<file path="src/rtl/albacore_biu.sv">
// albacore_biu
// ------------
// Bus interface unit between the albacore core memory port and external
// memory. Core writes are posted into a WBUF_DEPTH-entry FIFO and drained to
// memory in the background. Core reads stall until memory returns the data.
// A read never passes an older buffered write.
//
// Optional feature macro: ALBACORE_BIU_FWD_EN
//   When defined, a read whose address hits a buffered write is answered
//   from the newest matching FIFO entry. No drain and no memory read happen
//   for that read. When undefined, no address comparators are built and
//   every read first drains the buffer.
//
// Parameters
//   DATA_W      data word width
//   ADDR_W      word-address width
//   WBUF_DEPTH  write-buffer entries (power of two, >= 2)
//
// Ports
//   clk, rst_n     rising-edge clock, asynchronous active-low reset
//   core_req       core access request, held stable until accepted
//   core_we        1 = write, 0 = read
//   core_addr      access address
//   core_wdata     write data
//   core_stall     request not accepted this cycle
//   core_rdata     read data, valid in the read's acceptance cycle
//   mem_valid      memory request valid
//   mem_we         memory write enable
//   mem_addr       memory address
//   mem_wdata      memory write data
//   mem_rdata      memory read data
//   mem_ready      memory accepts/completes the current request
//   wb_count       number of buffered writes outstanding

module albacore_biu #(
  parameter int DATA_W     = 16,
  parameter int ADDR_W     = 16,
  parameter int WBUF_DEPTH = 4
) (
  input  logic                          clk,
  input  logic                          rst_n,
  input  logic                          core_req,
  input  logic                          core_we,
  input  logic [ADDR_W-1:0]             core_addr,
  input  logic [DATA_W-1:0]             core_wdata,
  output logic                          core_stall,
  output logic [DATA_W-1:0]             core_rdata,
  output logic                          mem_valid,
  output logic                          mem_we,
  output logic [ADDR_W-1:0]             mem_addr,
  output logic [DATA_W-1:0]             mem_wdata,
  input  logic [DATA_W-1:0]             mem_rdata,
  input  logic                          mem_ready,
  output logic [$clog2(WBUF_DEPTH):0]   wb_count
);

  localparam int PTR_W = $clog2(WBUF_DEPTH);
  localparam int CNT_W = PTR_W + 1;

  typedef enum logic [1:0] {
    IDLE  = 2'd0,
    DRAIN = 2'd1,
    READ  = 2'd2,
    RDONE = 2'd3
  } state_t;

  state_t state_q, state_d;

  logic [ADDR_W-1:0] addr_mem [WBUF_DEPTH];
  logic [DATA_W-1:0] data_mem [WBUF_DEPTH];
  logic [PTR_W-1:0]  wr_ptr_q, rd_ptr_q;
  logic [CNT_W-1:0]  count_q;
  logic [DATA_W-1:0] rdata_q, rdata_d;

  logic              full, empty;
  logic              push, pop;
  logic              rd_pending;
  logic              fwd_hit;
  logic [DATA_W-1:0] fwd_data;

  assign full       = (count_q == CNT_W'(WBUF_DEPTH));
  assign empty      = (count_q == '0);
  assign rd_pending = core_req && !core_we;

  // Full is judged on the registered count only, so a pop in the same cycle
  // cannot release a stalled write and mem_ready never reaches core_stall.
  assign push = core_req && core_we && !full;

  // The head is offered to memory whenever the buffer holds data and no read
  // owns the port. READ is only entered with an empty buffer, so the two
  // never compete.
  assign pop = !empty && (state_q != READ) && mem_ready;

`ifdef ALBACORE_BIU_FWD_EN
  // Scan entries oldest to newest; a later hit overrides an earlier one so
  // the newest matching write supplies the data.
  logic [PTR_W-1:0] fwd_idx;

  always_comb begin
    fwd_hit  = 1'b0;
    fwd_data = '0;
    fwd_idx  = '0;
    for (int i = 0; i < WBUF_DEPTH; i++) begin
      fwd_idx = rd_ptr_q + PTR_W'(i);
      if ((CNT_W'(i) < count_q) && (addr_mem[fwd_idx] == core_addr)) begin
        fwd_hit  = 1'b1;
        fwd_data = data_mem[fwd_idx];
      end
    end
  end
`else
  assign fwd_hit  = 1'b0;
  assign fwd_data = '0;
`endif

  // Read sequencing. DRAIN waits on the registered empty flag, which gives
  // a read behind N zero-wait writes an acceptance at N+2 cycles.
  always_comb begin
    state_d = state_q;
    rdata_d = rdata_q;
    case (state_q)
      IDLE: begin
        if (rd_pending) begin
          if (fwd_hit) begin
            state_d = RDONE;
            rdata_d = fwd_data;
          end else if (empty) begin
            state_d = READ;
          end else begin
            state_d = DRAIN;
          end
        end
      end
      DRAIN: begin
        if (empty) begin
          state_d = READ;
        end
      end
      READ: begin
        if (mem_ready) begin
          rdata_d = mem_rdata;
          state_d = RDONE;
        end
      end
      RDONE: begin
        state_d = IDLE;
      end
      default: begin
        state_d = IDLE;
      end
    endcase
  end

  // Memory port. Fields are zero when idle; while valid they depend only on
  // registered state (or the held core_addr), so they stay stable until
  // mem_ready.
  always_comb begin
    mem_valid = 1'b0;
    mem_we    = 1'b0;
    mem_addr  = '0;
    mem_wdata = '0;
    if (state_q == READ) begin
      mem_valid = 1'b1;
      mem_addr  = core_addr;
    end else if (!empty) begin
      mem_valid = 1'b1;
      mem_we    = 1'b1;
      mem_addr  = addr_mem[rd_ptr_q];
      mem_wdata = data_mem[rd_ptr_q];
    end
  end

  // Reads are accepted only in RDONE; writes only when the buffer has room.
  assign core_stall = core_req && (core_we ? full : (state_q != RDONE));
  assign core_rdata = rdata_q;
  assign wb_count   = count_q;

  // Control state. Reset discards any buffered writes by clearing pointers
  // and count, which also drops mem_valid at once.
  always_ff @(posedge clk or negedge rst_n) begin
    if (!rst_n) begin
      state_q  <= IDLE;
      rdata_q  <= '0;
      wr_ptr_q <= '0;
      rd_ptr_q <= '0;
      count_q  <= '0;
    end else begin
      state_q <= state_d;
      rdata_q <= rdata_d;
      if (push) begin
        wr_ptr_q <= wr_ptr_q + PTR_W'(1);
      end
      if (pop) begin
        rd_ptr_q <= rd_ptr_q + PTR_W'(1);
      end
      if (push && !pop) begin
        count_q <= count_q + CNT_W'(1);
      end else if (pop && !push) begin
        count_q <= count_q - CNT_W'(1);
      end
    end
  end

  // Buffer storage needs no reset: entries are only read below the count.
  always_ff @(posedge clk) begin
    if (push) begin
      addr_mem[wr_ptr_q] <= core_addr;
      data_mem[wr_ptr_q] <= core_wdata;
    end
  end

endmodule
</file>
<file path="config.mk">
export PLATFORM = sky130hd
export DESIGN_NAME = albacore_biu
export DESIGN_NICKNAME = d
export VERILOG_FILES = /design/src/rtl/albacore_biu.sv
export SDC_FILE = /design/constraint.sdc
export NUM_CORES = 1
export LEC_CHECK = 0
export ABC_CLOCK_PERIOD_IN_PS = 3010
export CAP_MARGIN = 20
export CORE_AREA = 2 2 119 121
export DETAILED_ROUTE_END_ITERATION = 16
export DIE_AREA = 0 0 121 123
export GPL_ROUTABILITY_DRIVEN = 0
export PLACE_DENSITY_LB_ADDON = 0.25
export REMOVE_ABC_BUFFERS = 1
export SLEW_MARGIN = 5
export SYNTH_ARGS = -nofsm -noshare
export SYNTH_HDL_FRONTEND = slang
export SYNTH_SLANG_ARGS = --single-unit
</file>
<file path="constraint.sdc">
create_clock -name clk -period 3.01 [get_ports clk]
set_clock_uncertainty 0.05 [all_clocks]
set_input_delay 0.4515 -clock clk [delete_from_list [all_inputs] [get_ports clk]]
set_output_delay 0.4515 -clock clk [all_outputs]
set_load 0.05 [all_outputs]
</file>
# Yosys cells after proc, flatten, opt, wreduce, memory -nomap -nowiden
# Memories as Yosys holds them, arrays and structs flattened.
# Cells that the tools add are included.
[totals]
regBits = 25
ram_bits = 128
input_bits = 53
output_inout_bits = 54
elab_cells = 55
mem_count = 2
[op_classes]
add_sub_neg = 4
eq_ne = 9
n_mux = 17
n_reduce_logical = 18
[mem_list]
columns = ["memory", "depth", "word_bits", "rd", "rd_ports_with_merged_regs", "write_ports", "line", "text"]
rows = [
  ["addr_mem", 4, 16, 1, 0, 1, "69", "logic [ADDR_W-1:0] addr_mem [WBUF_DEPTH];"],
  ["data_mem", 4, 16, 1, 0, 1, "70", "logic [DATA_W-1:0] data_mem [WBUF_DEPTH];"],
]
[ops]
columns = ["operator", "count"]
rows = [
  ["$mux 16", 4],
  ["$ne 2x2->1 const B", 5],
  ["$logic_and 1x1->1", 8],
  ["$mux 2", 4],
  ["$pmux 2 s4", 1],
  ["$mux 1", 6],
  ["$mux 3", 2],
  ["$logic_not 1->1", 5],
  ["$add 2x1->2 const B", 2],
  ["$eq 2x2->1 const B", 2],
  ["$add 3x1->3 const B", 1],
  ["$eq 3x3->1 const B", 1],
  ["$logic_not 3->1", 1],
  ["$reduce_and 3->1", 1],
  ["$sub 3x1->3 const B", 1],
  ["$eq 2x1->1 const B", 1],
  ["$logic_not 2->1", 1],
  ["$reduce_and 2->1", 1],
  ["$reduce_bool 2->1", 1],
]

# Longest topological paths before layout
[logic_depth]
ltp_word = 7
ltp_mapped = 11
depth_no_buf = 10

# Least setup slack after synthesis
# Ideal clock, no wire load.
[synth_timing]
path_type = "register to output"
startpoint = "register count_q[0], in the netlist wb_count[0]"
endpoint = "output port mem_wdata[10]"
t_arrival_ps = 2207
required_ps = 2508
setup_slack_ps = 301
stages_incl_launch_ff = 5
n_path_buf = 1
cell_sequence = "dfrtp_1 > nor3_2 > nor2_2 > clkbuf_1 > and2_1"
[synth_between]
elab_chain_len = 3
[synth_lines]
columns = ["item", "line", "text"]
rows = [
  ["start, declared", "72", "logic [CNT_W-1:0] count_q;"],
  ["start signal, assigned", "197", "count_q <= count_q + CNT_W'(1);"],
  ["start signal, assigned", "199", "count_q <= count_q - CNT_W'(1);"],
  ["$logic_not 3->1", "82", "assign empty = (count_q == '0);"],
  ["$mux 16", "165", "end else if (!empty) begin"],
  ["$mux 16", "162", "if (state_q == READ) begin"],
  ["end, declared", "51", "output logic [DATA_W-1:0] mem_wdata,"],
]
# No other way between the ends.

# Worst setup path in the final report
[layout_timing]
startpoint = "register rd_ptr_q[1]"
endpoint = "output port mem_addr[2]"
[layout_between]
elab_chain_len = 3
[layout_lines]
columns = ["item", "line", "text"]
rows = [
  ["start, declared", "71", "logic [PTR_W-1:0] wr_ptr_q, rd_ptr_q;"],
  ["start signal, assigned", "194", "rd_ptr_q <= rd_ptr_q + PTR_W'(1);"],
  ["$mem_v2 4x16", "n/a", ""],
  ["$mux 16", "165", ""],
  ["$mux 16", "162", ""],
  ["end, declared", "50", "output logic [ADDR_W-1:0] mem_addr,"],
]
# No other way between the ends.

==> metrics <==
HP Class in2async; Final Util 61.8%; H-Tree Depth 4; Adder-Cell Fraction of Synth Area 2.35%; status finished, final reports clean; area grow syn2layout 36.1%; Synth Cell Area 0.00618 mm^2; dpl ws 0.437 ns; clock transition at the registers of the reported paths 0.06 ns; arrival time worst endpoint 2.19 ns; Tot GR Track Use 17.1%; FF-to-FF Start state_q[0]; setup total negative slack 0 ns; Final ANT Viol Nets 0; endpoint class of the critical path output port; post-cts repair resize count 0; Initial Util 45.4%; initial antenna violation count 0; GR Overflow Total 0; vias per std cell 5.29; multiplexer area fraction after synthesis 15.3%; CTS tree yes; R2R depth 8; # setup viols final 0; Tightest Pin Transition 0.829 ns; RSZ-0062 raised after global routing no; port bufs 106; commonest non-fill, non-tap cell in the layout edfxtp_1; commonest non-fill, non-tap cells in the layout edfxtp_1 (128), clkdlybuf4s50_1 (72), buf_12 (36), mux4_2 (26), dfrtp_1 (23); Die Span Y 123 um; vias in the first global route 3454; number of enable flip-flop cells after synthesis 128; Nets 489; placeable core area 0.0136 mm^2; Synth cell types 33; drt first pass iters 4; wirelength, routed 11.7 mm; CTS Sinks 153; ratio of cells with drive above 1 in the final layout 29.1%; Worst setup SP type flip-flop; largest net degree at the start of global routing 34; row cnt 43; CP Class reg2out; Post-Synth XOR/XNOR Area 0.850%; post-synthesis async set-or-reset flop share 16.3%; multi-input logic area 0.00158 mm^2; Post-Syn Instances 301; DRC violations left 0; Synth Area in Compound Gates 3.56%; Max clock buf depth 2; critical path data required time 2.51 ns; Post-Synth Simple-Gate Area 3.36%; CTS Buf Count 17; CTS Hold Buffers Added 0; # diodes 0; register area share after synthesis 72.3%; Slew HR 44.7%; Crit Path Max Fanout 33; Ports 107; CTS root buffer clkbuf_16; Synth Warn # 0; fmax 372 MHz; Die Area 0.0149 mm^2; filler cell count 984; Worst-Skew Late Latency 0.41 ns; post-detail-place hpwl 7.47 mm; Sequential Area 0.00447 mm^2; prevailing post-synth register cell edfxtp_1; post-synthesis register bit count 153; fin crit share 89.3%; Post-Syn Area per Cell 20.5 um^2; via count 3263; first-pass GRT wire length 18.7 mm; WL/cell 19.0 um; Max-Cap Viols 0; Setup WS post-layout 0.323 ns; setup bufs post-CTS 0; die width 121 um; min Tclk post-route 2.69 ns; largest family of logic cells by synthesized area multiplexers; final hold viol count 0; Worst Setup SP rd_ptr_q[1]; initial DRC count 142; max-slew violation count 0
[stage by stage]
step	hold WS (ns)	area, um^2	cells
after global routing	0.378	8420	617
final	0.355	8420	617
after floorplan	0.106	6070	287
after global placement	0.437	7820	586
after detailed placement	0.449	7820	586
after CTS	0.366	8420	617
[worst paths after layout]
check	to	slack, ns
worst max-delay path	mem_addr[2]	0.32
worst min-delay path	state_q[1]	0.36
worst max register to register	wb_count[1]	0.61
worst min register to register	core_rdata[13]	0.46
max in group asynchronous	rd_ptr_q[1]	2.28
min in group clk	core_rdata[13]	0.46
[synthesized netlist by cell type (2+ instances only)]
master     count  share of area (%)
edfxtp_1     128                 62
mux4_2        26                9.5
dfrtp_1       25                 10
and2_1        20                2.0
mux2_2        18                3.3
a22o_1        16                2.3
ha_1          10                2.0
inv_1          7               0.43
mux4_1         6                2.6
buf_2          5               0.40
clkbuf_1       4               0.24
xor2_1         4               0.57
buf_12         3               0.97
nand2_1        3               0.18
nor2_1         3               0.18
o2bb2ai_1      3               0.43
nand2b_1       2               0.20
nor2b_1        2               0.20
xnor2_1        2               0.28
[final cells by class]
cell class | count | area share, %
clock buffers | 21 | 5.23
clock inverters | 10 | 1.80
inverters | 7 | 0.312
multi-input cells | 127 | 18.7
flip-flops and latches | 153 | 53.1
well taps | 180 | 2.68
repair buffers | 119 | 18.1
[cells by family after synthesis]
family	after synthesis
AOI/OAI and AO/OA	25
adders and majority gates	11
and+or+nand+nor	35
muxes	50
xor gates and xnor gates	6
DFF	153
buffers and inverters	21
[sequential cells by signal, summed over array words and instances (netlist names)]
register	count
addr_mem	64
core_rdata	16
data_mem	64
rd_ptr_q	2
state_q	2
wb_count	3
wr_ptr_q	2
[per-layer routing]
metal | GRT usage (%) | share of wire (%)
met5 | 0 | 0
met1 | 21.7 | 42
met3 | 4.47 | 4.7
met4 | 6.98 | 1.7
met2 | 28.2 | 51
[worst max-delay path, cell delays in order, from the launching register on]
cell and delay [ns]:
dfrtp_2 0.90, mux4_1 0.42, a22o_1 0.27, buf_12 0.16
Power is not shown: default switching activity piles up to over one toggle a cycle in this logic, so the estimate is an artifact.
